File: config.mk
export PLATFORM = sky130hd
export DESIGN_NAME = ic_prio_ctrl_flat
export DESIGN_NICKNAME = d
export VERILOG_FILES = /design/src/rtl/ic_pkg.sv /design/src/rtl/ic_prio_ctrl_if.sv /design/src/rtl/ic_prio_ctrl_arbiter.sv /design/src/rtl/ic_prio_ctrl.sv /design/src/flat_wrapper.sv
export SDC_FILE = /design/constraint.sdc
export NUM_CORES = 1
export LEC_CHECK = 0
export CAP_MARGIN = 10
export CORE_MARGIN = 5
export CORE_UTILIZATION = 35
export DETAILED_ROUTE_END_ITERATION = 6
export SYNTH_ARGS = -nofsm -noshare
export SYNTH_HDL_FRONTEND = slang
export SYNTH_SLANG_ARGS = --single-unit
export TNS_END_PERCENT = 10
File: constraint.sdc
create_clock -name clk -period 12.3 [get_ports clk]
set_input_delay 2.46 -clock clk [delete_from_list [all_inputs] [get_ports clk]]
set_output_delay 2.46 -clock clk [all_outputs]
set_load 0.01 [all_outputs]
File: src/rtl/ic_pkg.sv
// ic_pkg: shared types and constants for the ic_prio_ctrl interrupt controller.
// Holds the FSM state enum, the interrupt-ID width helper and default parameters.
package ic_pkg;

    typedef enum logic [1:0] {
        IDLE    = 2'd0,
        ASSERT  = 2'd1,
        SERVICE = 2'd2
    } ic_state_e;

    localparam int unsigned IC_N_IRQ_DEF       = 32'd8;
    localparam int unsigned IC_PRIO_W_DEF      = 32'd3;
    localparam int unsigned IC_ACK_TIMEOUT_DEF = 32'd16;

    // Width of an interrupt ID: clog2(n), never below one bit.
    function automatic int unsigned id_width(input int unsigned n);
        if (n <= 32'd2) begin
            return 32'd1;
        end else begin
            return $clog2(n);
        end
    endfunction

endpackage

File: src/rtl/ic_prio_ctrl_if.sv
// ic_prio_ctrl_if: peripheral and processor-side signals of the interrupt controller.
// The ack_timeout pulse exists only when IC_ACK_TIMEOUT_EN is defined.
interface ic_prio_ctrl_if
    import ic_pkg::*;
#(
    parameter int unsigned N_IRQ  = IC_N_IRQ_DEF,
    parameter int unsigned PRIO_W = IC_PRIO_W_DEF
);
    localparam int unsigned ID_W = id_width(N_IRQ);

    logic [N_IRQ-1:0]        irq_requests;
    logic [N_IRQ-1:0]        mask_reg;
    logic [N_IRQ-1:0]        edge_mode;
    logic [N_IRQ*PRIO_W-1:0] prio_cfg;
    logic                    ack;
    logic                    eoi;
    logic                    irq_out;
    logic [ID_W-1:0]         irq_id;
    logic [N_IRQ-1:0]        pending_reg;
    logic [N_IRQ-1:0]        in_service;
    logic                    busy;
`ifdef IC_ACK_TIMEOUT_EN
    logic                    ack_timeout;
`endif

    modport slave (
        input  irq_requests, mask_reg, edge_mode, prio_cfg, ack, eoi,
        output irq_out, irq_id, pending_reg, in_service, busy
`ifdef IC_ACK_TIMEOUT_EN
        , output ack_timeout
`endif
    );

    modport master (
        output irq_requests, mask_reg, edge_mode, prio_cfg, ack, eoi,
        input  irq_out, irq_id, pending_reg, in_service, busy
`ifdef IC_ACK_TIMEOUT_EN
        , input ack_timeout
`endif
    );

endinterface

File: src/rtl/ic_prio_ctrl_arbiter.sv
// ic_prio_arbiter: combinational selector picking the eligible source with the
// highest unsigned priority; equal priorities resolve to the lowest index.
module ic_prio_arbiter #(
    parameter int unsigned N_IRQ  = 32'd8,
    parameter int unsigned PRIO_W = 32'd3,
    parameter int unsigned ID_W   = 32'd3
) (
    input  logic [N_IRQ-1:0]        eligible_i,
    input  logic [N_IRQ*PRIO_W-1:0] prio_cfg_i,
    output logic [ID_W-1:0]         win_id_o,
    output logic                    win_vld_o
);

    logic [PRIO_W-1:0] best_prio_s;
    logic [ID_W-1:0]   best_id_s;
    logic              found_s;

    // Ascending scan with strict greater-than keeps the lowest index on ties.
    always_comb begin
        best_prio_s = '0;
        best_id_s   = '0;
        found_s     = 1'b0;
        for (int i = 0; i < int'(N_IRQ); i++) begin
            if (eligible_i[i] && (!found_s || (prio_cfg_i[i*PRIO_W +: PRIO_W] > best_prio_s))) begin
                best_prio_s = prio_cfg_i[i*PRIO_W +: PRIO_W];
                best_id_s   = ID_W'(i);
                found_s     = 1'b1;
            end else begin
                best_prio_s = best_prio_s;
            end
        end
        win_id_o  = best_id_s;
        win_vld_o = found_s;
    end

endmodule

File: src/rtl/ic_prio_ctrl.sv
// ic_prio_ctrl: prioritised interrupt controller. Latches edge/level requests,
// arbitrates masked pending sources in IDLE, and tracks ack -> service -> eoi.
// Optional macro IC_ACK_TIMEOUT_EN: withdraws an unacknowledged interrupt after
// ACK_TIMEOUT cycles in ASSERT and pulses ack_timeout.
module ic_prio_ctrl
    import ic_pkg::*;
#(
    parameter int unsigned N_IRQ  = IC_N_IRQ_DEF,
    parameter int unsigned PRIO_W = IC_PRIO_W_DEF
`ifdef IC_ACK_TIMEOUT_EN
    , parameter int unsigned ACK_TIMEOUT = IC_ACK_TIMEOUT_DEF
`endif
) (
    input logic           clk,
    input logic           rst,
    ic_prio_ctrl_if.slave bus
);

    localparam int unsigned ID_W = id_width(N_IRQ);

    ic_state_e        state_q, state_d;
    logic             irq_out_q, irq_out_d;
    logic [ID_W-1:0]  irq_id_q, irq_id_d;
    logic [N_IRQ-1:0] in_service_q, in_service_d;
    logic             busy_q, busy_d;
    logic [N_IRQ-1:0] pending_q, pending_d;
    logic [N_IRQ-1:0] prev_req_q;
    logic [N_IRQ-1:0] eligible_s;
    logic [ID_W-1:0]  win_id_s;
    logic             win_vld_s;
    logic             withdraw_s;
    logic             ack_take_s;
    logic [N_IRQ-1:0] ack_clr_s;
    logic             tmo_s;

    assign eligible_s = (state_q == IDLE) ? (pending_q & bus.mask_reg) : '0;

    ic_prio_arbiter #(
        .N_IRQ  (N_IRQ),
        .PRIO_W (PRIO_W),
        .ID_W   (ID_W)
    ) u_arb (
        .eligible_i (eligible_s),
        .prio_cfg_i (bus.prio_cfg),
        .win_id_o   (win_id_s),
        .win_vld_o  (win_vld_s)
    );

    // Decide withdrawal vs. acceptance of ack while asserting; withdrawal wins.
    always_comb begin
        withdraw_s = 1'b0;
        ack_take_s = 1'b0;
        ack_clr_s  = '0;
        if (state_q == ASSERT) begin
            if (!bus.mask_reg[irq_id_q] ||
                (!bus.edge_mode[irq_id_q] && !pending_q[irq_id_q])) begin
                withdraw_s = 1'b1;
            end else if (bus.ack) begin
                ack_take_s = 1'b1;
                ack_clr_s  = {{(N_IRQ-1){1'b0}}, 1'b1} << irq_id_q;
            end else begin
                ack_take_s = 1'b0;
            end
        end else begin
            withdraw_s = 1'b0;
        end
    end

    // Pending update: edge sources set on 0->1 (set beats ack clear), level sources follow input.
    always_comb begin
        pending_d = (bus.edge_mode & ((bus.irq_requests & ~prev_req_q) | (pending_q & ~ack_clr_s)))
                  | (~bus.edge_mode & bus.irq_requests);
    end

`ifdef IC_ACK_TIMEOUT_EN
    localparam int unsigned CNT_W = $clog2(ACK_TIMEOUT + 32'd1);

    logic [CNT_W-1:0] cnt_q, cnt_d;
    logic             ack_timeout_q;

    // Count ASSERT cycles; the counter is zero on the first ASSERT cycle.
    always_comb begin
        if (state_q == ASSERT) begin
            cnt_d = cnt_q + CNT_W'(1);
        end else begin
            cnt_d = '0;
        end
        tmo_s = (state_q == ASSERT) && !withdraw_s && !ack_take_s &&
                (cnt_q == CNT_W'(ACK_TIMEOUT - 32'd1));
    end

    // Timeout counter and one-cycle withdrawal pulse.
    always_ff @(posedge clk) begin
        if (rst) begin
            cnt_q         <= '0;
            ack_timeout_q <= 1'b0;
        end else begin
            cnt_q         <= cnt_d;
            ack_timeout_q <= tmo_s;
        end
    end

    assign bus.ack_timeout = ack_timeout_q;
`else
    assign tmo_s = 1'b0;
`endif

    // FSM next-state and registered output values.
    always_comb begin
        state_d      = state_q;
        irq_out_d    = irq_out_q;
        irq_id_d     = irq_id_q;
        in_service_d = in_service_q;
        busy_d       = busy_q;
        case (state_q)
            IDLE: begin
                if (win_vld_s) begin
                    state_d   = ASSERT;
                    irq_out_d = 1'b1;
                    irq_id_d  = win_id_s;
                end else begin
                    state_d = IDLE;
                end
            end
            ASSERT: begin
                if (withdraw_s || tmo_s) begin
                    state_d   = IDLE;
                    irq_out_d = 1'b0;
                end else if (ack_take_s) begin
                    state_d      = SERVICE;
                    irq_out_d    = 1'b0;
                    in_service_d = ack_clr_s;
                    busy_d       = 1'b1;
                end else begin
                    state_d = ASSERT;
                end
            end
            SERVICE: begin
                if (bus.eoi) begin
                    state_d      = IDLE;
                    in_service_d = '0;
                    busy_d       = 1'b0;
                end else begin
                    state_d = SERVICE;
                end
            end
            default: begin
                state_d      = IDLE;
                irq_out_d    = 1'b0;
                in_service_d = '0;
                busy_d       = 1'b0;
            end
        endcase
    end

    // State, outputs, pending and previous-request registers.
    always_ff @(posedge clk) begin
        if (rst) begin
            state_q      <= IDLE;
            irq_out_q    <= 1'b0;
            irq_id_q     <= '0;
            in_service_q <= '0;
            busy_q       <= 1'b0;
            pending_q    <= '0;
            prev_req_q   <= '0;
        end else begin
            state_q      <= state_d;
            irq_out_q    <= irq_out_d;
            irq_id_q     <= irq_id_d;
            in_service_q <= in_service_d;
            busy_q       <= busy_d;
            pending_q    <= pending_d;
            prev_req_q   <= bus.irq_requests;
        end
    end

    assign bus.irq_out     = irq_out_q;
    assign bus.irq_id      = irq_id_q;
    assign bus.in_service  = in_service_q;
    assign bus.busy        = busy_q;
    assign bus.pending_reg = pending_q;

endmodule

File: src/flat_wrapper.sv
// flat-port wrapper written by rule: the top's interface ports become plain ports
module ic_prio_ctrl_flat import ic_pkg::*;
#(
    parameter int unsigned N_IRQ  = IC_N_IRQ_DEF,
    parameter int unsigned PRIO_W = IC_PRIO_W_DEF

)
  (clk, rst, bus_irq_requests, bus_mask_reg, bus_edge_mode, bus_prio_cfg, bus_ack, bus_eoi, bus_irq_out, bus_irq_id, bus_pending_reg, bus_in_service, bus_busy);
  ic_prio_ctrl_if #(.N_IRQ(N_IRQ), .PRIO_W(PRIO_W)) bus_i ();
  input logic clk;
  input logic rst;
  input wire logic [$bits(bus_i.irq_requests)-1:0] bus_irq_requests;
  input wire logic [$bits(bus_i.mask_reg)-1:0] bus_mask_reg;
  input wire logic [$bits(bus_i.edge_mode)-1:0] bus_edge_mode;
  input wire logic [$bits(bus_i.prio_cfg)-1:0] bus_prio_cfg;
  input wire logic [$bits(bus_i.ack)-1:0] bus_ack;
  input wire logic [$bits(bus_i.eoi)-1:0] bus_eoi;
  output wire logic [$bits(bus_i.irq_out)-1:0] bus_irq_out;
  output wire logic [$bits(bus_i.irq_id)-1:0] bus_irq_id;
  output wire logic [$bits(bus_i.pending_reg)-1:0] bus_pending_reg;
  output wire logic [$bits(bus_i.in_service)-1:0] bus_in_service;
  output wire logic [$bits(bus_i.busy)-1:0] bus_busy;
  assign bus_i.irq_requests = bus_irq_requests;
  assign bus_i.mask_reg = bus_mask_reg;
  assign bus_i.edge_mode = bus_edge_mode;
  assign bus_i.prio_cfg = bus_prio_cfg;
  assign bus_i.ack = bus_ack;
  assign bus_i.eoi = bus_eoi;
  assign bus_irq_out = bus_i.irq_out;
  assign bus_irq_id = bus_i.irq_id;
  assign bus_pending_reg = bus_i.pending_reg;
  assign bus_in_service = bus_i.in_service;
  assign bus_busy = bus_i.busy;
  ic_prio_ctrl #(.N_IRQ(N_IRQ), .PRIO_W(PRIO_W)) u_core (.clk(clk), .rst(rst), .bus(bus_i));
endmodule
==> results of run 1 <==
-- placed cells by master, fill, tap and decap left out, drive strengths merged, types with 2 or more instances in the layout --
cell type and count:
clkdlybuf4s50 72, nand2 35, dfxtp 31, nor2 22, ha 21, nor2b 16, o21ai 13, inv 12
a211oi 12, a21oi 11, a22o 9, buf 8, nand3 6, o211ai 6, clkbuf 6, and3 6
o21a 6, or2 6, a21o 6, o31ai 5, nand2b 4, a31oi 4, nor4 4, a311oi 4
mux2 3, mux4 3, nor3 3, and2 3, nand3b 2, a22oi 2, a32oi 2, o311ai 2
or3 2, o22ai 2, o31a 2
-- final cells by class --
cell class | count | area (µm²) | share of cell area (%)
clock inverters | 2 | 35.03 | 1.055
inverters | 12 | 45.04 | 1.357
multi-input cells | 231 | 1655 | 49.87
repair buffers | 80 | 780.7 | 23.52
clock buffers | 6 | 82.58 | 2.488
flip-flops and latches | 31 | 620.6 | 18.70
well taps | 80 | 100.1 | 3.015
-- layer usage --
metal,share of wire [%],routed length [µm]
met4,1.4,97
met5,0,0
met2,45,3036
met1,48,3203
met3,5.8,391
-- Yosys cell counts (5+ instances only) --
cell      number
ha_1          21
dfxtp_1       31
o21a_1         6
o21ai_0        8
and3_1         5
a22o_1         9
nor2b_1       16
or2_2          5
a21oi_1       11
o211ai_1       6
a211oi_1      11
o31ai_1        5
nand2_1       35
nand3_1        6
a21o_1         5
nor2_1        21
inv_1         12
-- report_power, final --
| part | leakage, nW | switching (mW) | total [mW] | internal (mW) |
|---|---|---|---|---|
| Combinational | 1.01 | 0.0731 | 0.154 | 0.0806 |
| Clock | 0.0612 | 0.0383 | 0.104 | 0.0655 |
| Sequential | 0.256 | 0.0159 | 0.125 | 0.109 |
| Total | 1.33 | 0.127 | 0.382 | 0.255 |
-- final timing paths --
| path | start | to | slack (ps) | cells after the start |
|---|---|---|---|---|
| max | bus_mask_reg[0] | u_core.bus.irq_id[1] | 900 | 49 |
| min | u_core.prev_req_q[0] | u_core.bus.pending_reg[0] | 480 | 3 |
| max reg2reg | u_core.state_q[1] | u_core.bus.irq_id[1] | 3070 | 48 |
| min reg2reg | u_core.prev_req_q[0] | u_core.bus.pending_reg[0] | 480 | 3 |
-- stage by stage --
stage | total power [mW] | cells
2_1_floorplan | 0.2229 | 284
3_3_place_gp | 0.2774 | 433
3_5_place_dp | 0.2796 | 433
4_1_cts | 0.3843 | 441
5_1_grt | 0.4114 | 442
6_report | 0.3822 | 442
-- cells by family (layout without fill, tap and decap cells) --
| family | count (synthesis) | after routing |
|---|---|---|
| muxes | 7 | 7 |
| adders and majority gates | 21 | 21 |
| buffers and inverters | 22 | 100 |
| and+or+nand+nor | 112 | 112 |
| DFF | 31 | 31 |
| AOI/OAI and AO/OA | 91 | 91 |
-- timing repair --
| item | in CTS | in global routing |
|---|---|---|
| gates resized for setup | 0 | 4 |
| setup endpoints to repair | 0 | 3 |
| hold buffers | 0 | 0 |
| buffers inserted | 0 | 1 |
-- tightest hold or removal path: stages, from the launching register on --
cell	delay, ps
dfxtp_1	300
nand2_1	50
nand2_1	50
o31ai_1	50
==> summary.md, run 1 <==
| Metric | Value |
|---|---|
| Util after Layout | 49.68% |
| Clk buf depth | 2 |
| DR vias | 2383 |
| Synth Area in Simple Gates | 24.60% |
| DP Wirelength | 5504 µm |
| Post-Syn Instances | 284 |
| Worst slew pin tran | 1029 ps |
| Worst Path Max Fanout | 7 |
| Fill cells | 651 |
| Worst Path Class, Setup | input port to flip-flop |
| Initial DRT Pass Iterations | 4 |
| Synth Area in Compound Gates | 28.66% |
| Largest net degree at the start of global routing | 26 |
| Final WS setup | 895.6 ps |
| Clk slew on worst S/H paths | 70 ps |
| Crit-path max cell delay | 510 ps |
| Number of synthesized flops with an enable pin | 0 |
| TritonCTS Buffers | 5 |
| Synth Net Count | 357 |
| Slowest CP cell | clkdlybuf4s50_1 |
| Max cap viols | 0 |
| First-pass GRT wire length | 11320 µm |
| Die footprint | 8532 µm² |
| Die X | 92.37 µm |
| RD Place Congestion | 0.8914 |
| Critical path launch point type | input port |
| # DRC | 0 |
| Grt ovf | 0 |
| Routed wire per std cell | 15.22 µm |
| Slew headroom | 31.22% |
| Worst EP required | 12470 ps |
| Top-area cell type share of the netlist area | 26.13% |
| CTS tree | built |
| Ys flop type | dfxtp_1 |
| Top Ports | 73 |
| Seq/Total Area, Yosys | 26.13% |
| Adder-cell share of the synthesized area | 11.06% |
| Final worst-path cycle share | 92.72% |
| Critical path's top delay family | compound AO/OA/AOI/OAI gates |
| M1 GR Usage | 21.51% |
| DRC marker count from the first detailed-route iteration | 77 |
| Post-Synth XOR/XNOR Area | 0% |
| Fin. Hold Viols | 0 |
| Height of the die | 92.37 µm |
| Gr busiest metal | met2 |
| Mean Syn Cell Area | 8.362 µm² |
| RSZ-0062 raised after global routing | no |
| Cell area after layout | 3319 µm² |
| Vias in the first global route | 2417 |
| Worst IR Drop VDD | 0.06216 mV |
| GR Layer Usage met3 | 4.062% |
| CP most frequent cell | ha_1 |
| Hold Worst Slack | 478.1 ps |
| Status | finished, final reports clean |
| Pwr/cell area | 115.2 nW/µm² |
| Tmin final | 11400 ps |
| Critical Path AT | 11570 ps |
| Leading area contributor after synthesis | dfxtp_1 |
| CTS root buf | clkbuf_8 |
| Clk_lat worst skew | 280 ps |
| Final nets | 434 |
| Largest family of logic cells by synthesized area | compound AO/OA/AOI/OAI gates |
| Maximum achievable frequency | 0.08769 GHz |
| Synth area leaders | dfxtp_1 26%, ha_1 11%, nand2_1 5.5% |
| Layout area overhead | 39.78% |
| Multiplexer area fraction after synthesis | 4.689% |
| Fraction of layout cells with a size suffix above 1 | 11.60% |
| Initial core utilization | 35.54% |
| Placed inst area | 3178 µm² |
| Port Buffers | 72 |
| LEAKAGE | 1.329 nW |
| Post-synthesis cell area | 2375 µm² |
| Met2 usage | 25.68% |
| Global-route total usage across every layer | 16.17% |
| Ys async rst share | 0% |
| H-tree Lvls | 2 |
| # rows | 30 |
| # diodes | 0 |
| Final WL | 6729 µm |
| Buf+Inv Stages, Crit Path | 6 |
| Via density | 5.391 |
| Post-route clock skew | 3.135 ps |
| Post-synth cell types | 53 |
| Hold Crit Class | flip-flop to flip-flop |
| Clock sinks | 31 |
| Worst Setup End Kind | flip-flop |
| Final setup TNS | 0 ps |
| Ys Warns | 0 |
| Core Area | 6681 µm² |
| DP Worst Slack | 288.2 ps |
| Remaining antenna violation count | 0 |
| Max-slew violation count | 0 |
| Setup Viol. Count Final | 0 |
| Number of antenna violations at the first check in global routing | 0 |
| Synth Register Bits | 31 |
Power figures use the tool's default switching activity.
==> run 2, diff against run 1 <==
--- a/config.mk
+++ b/config.mk
@@ -5,7 +5,7 @@
 export SDC_FILE = /design/constraint.sdc
 export NUM_CORES = 1
 export LEC_CHECK = 0
-export CAP_MARGIN = 10
+export CAP_MARGIN = 20
 export CORE_MARGIN = 5
 export CORE_UTILIZATION = 35
 export DETAILED_ROUTE_END_ITERATION = 6
==> results of run 2 <==
No change in the layout: final DEF, timing and power equal those of run 1.
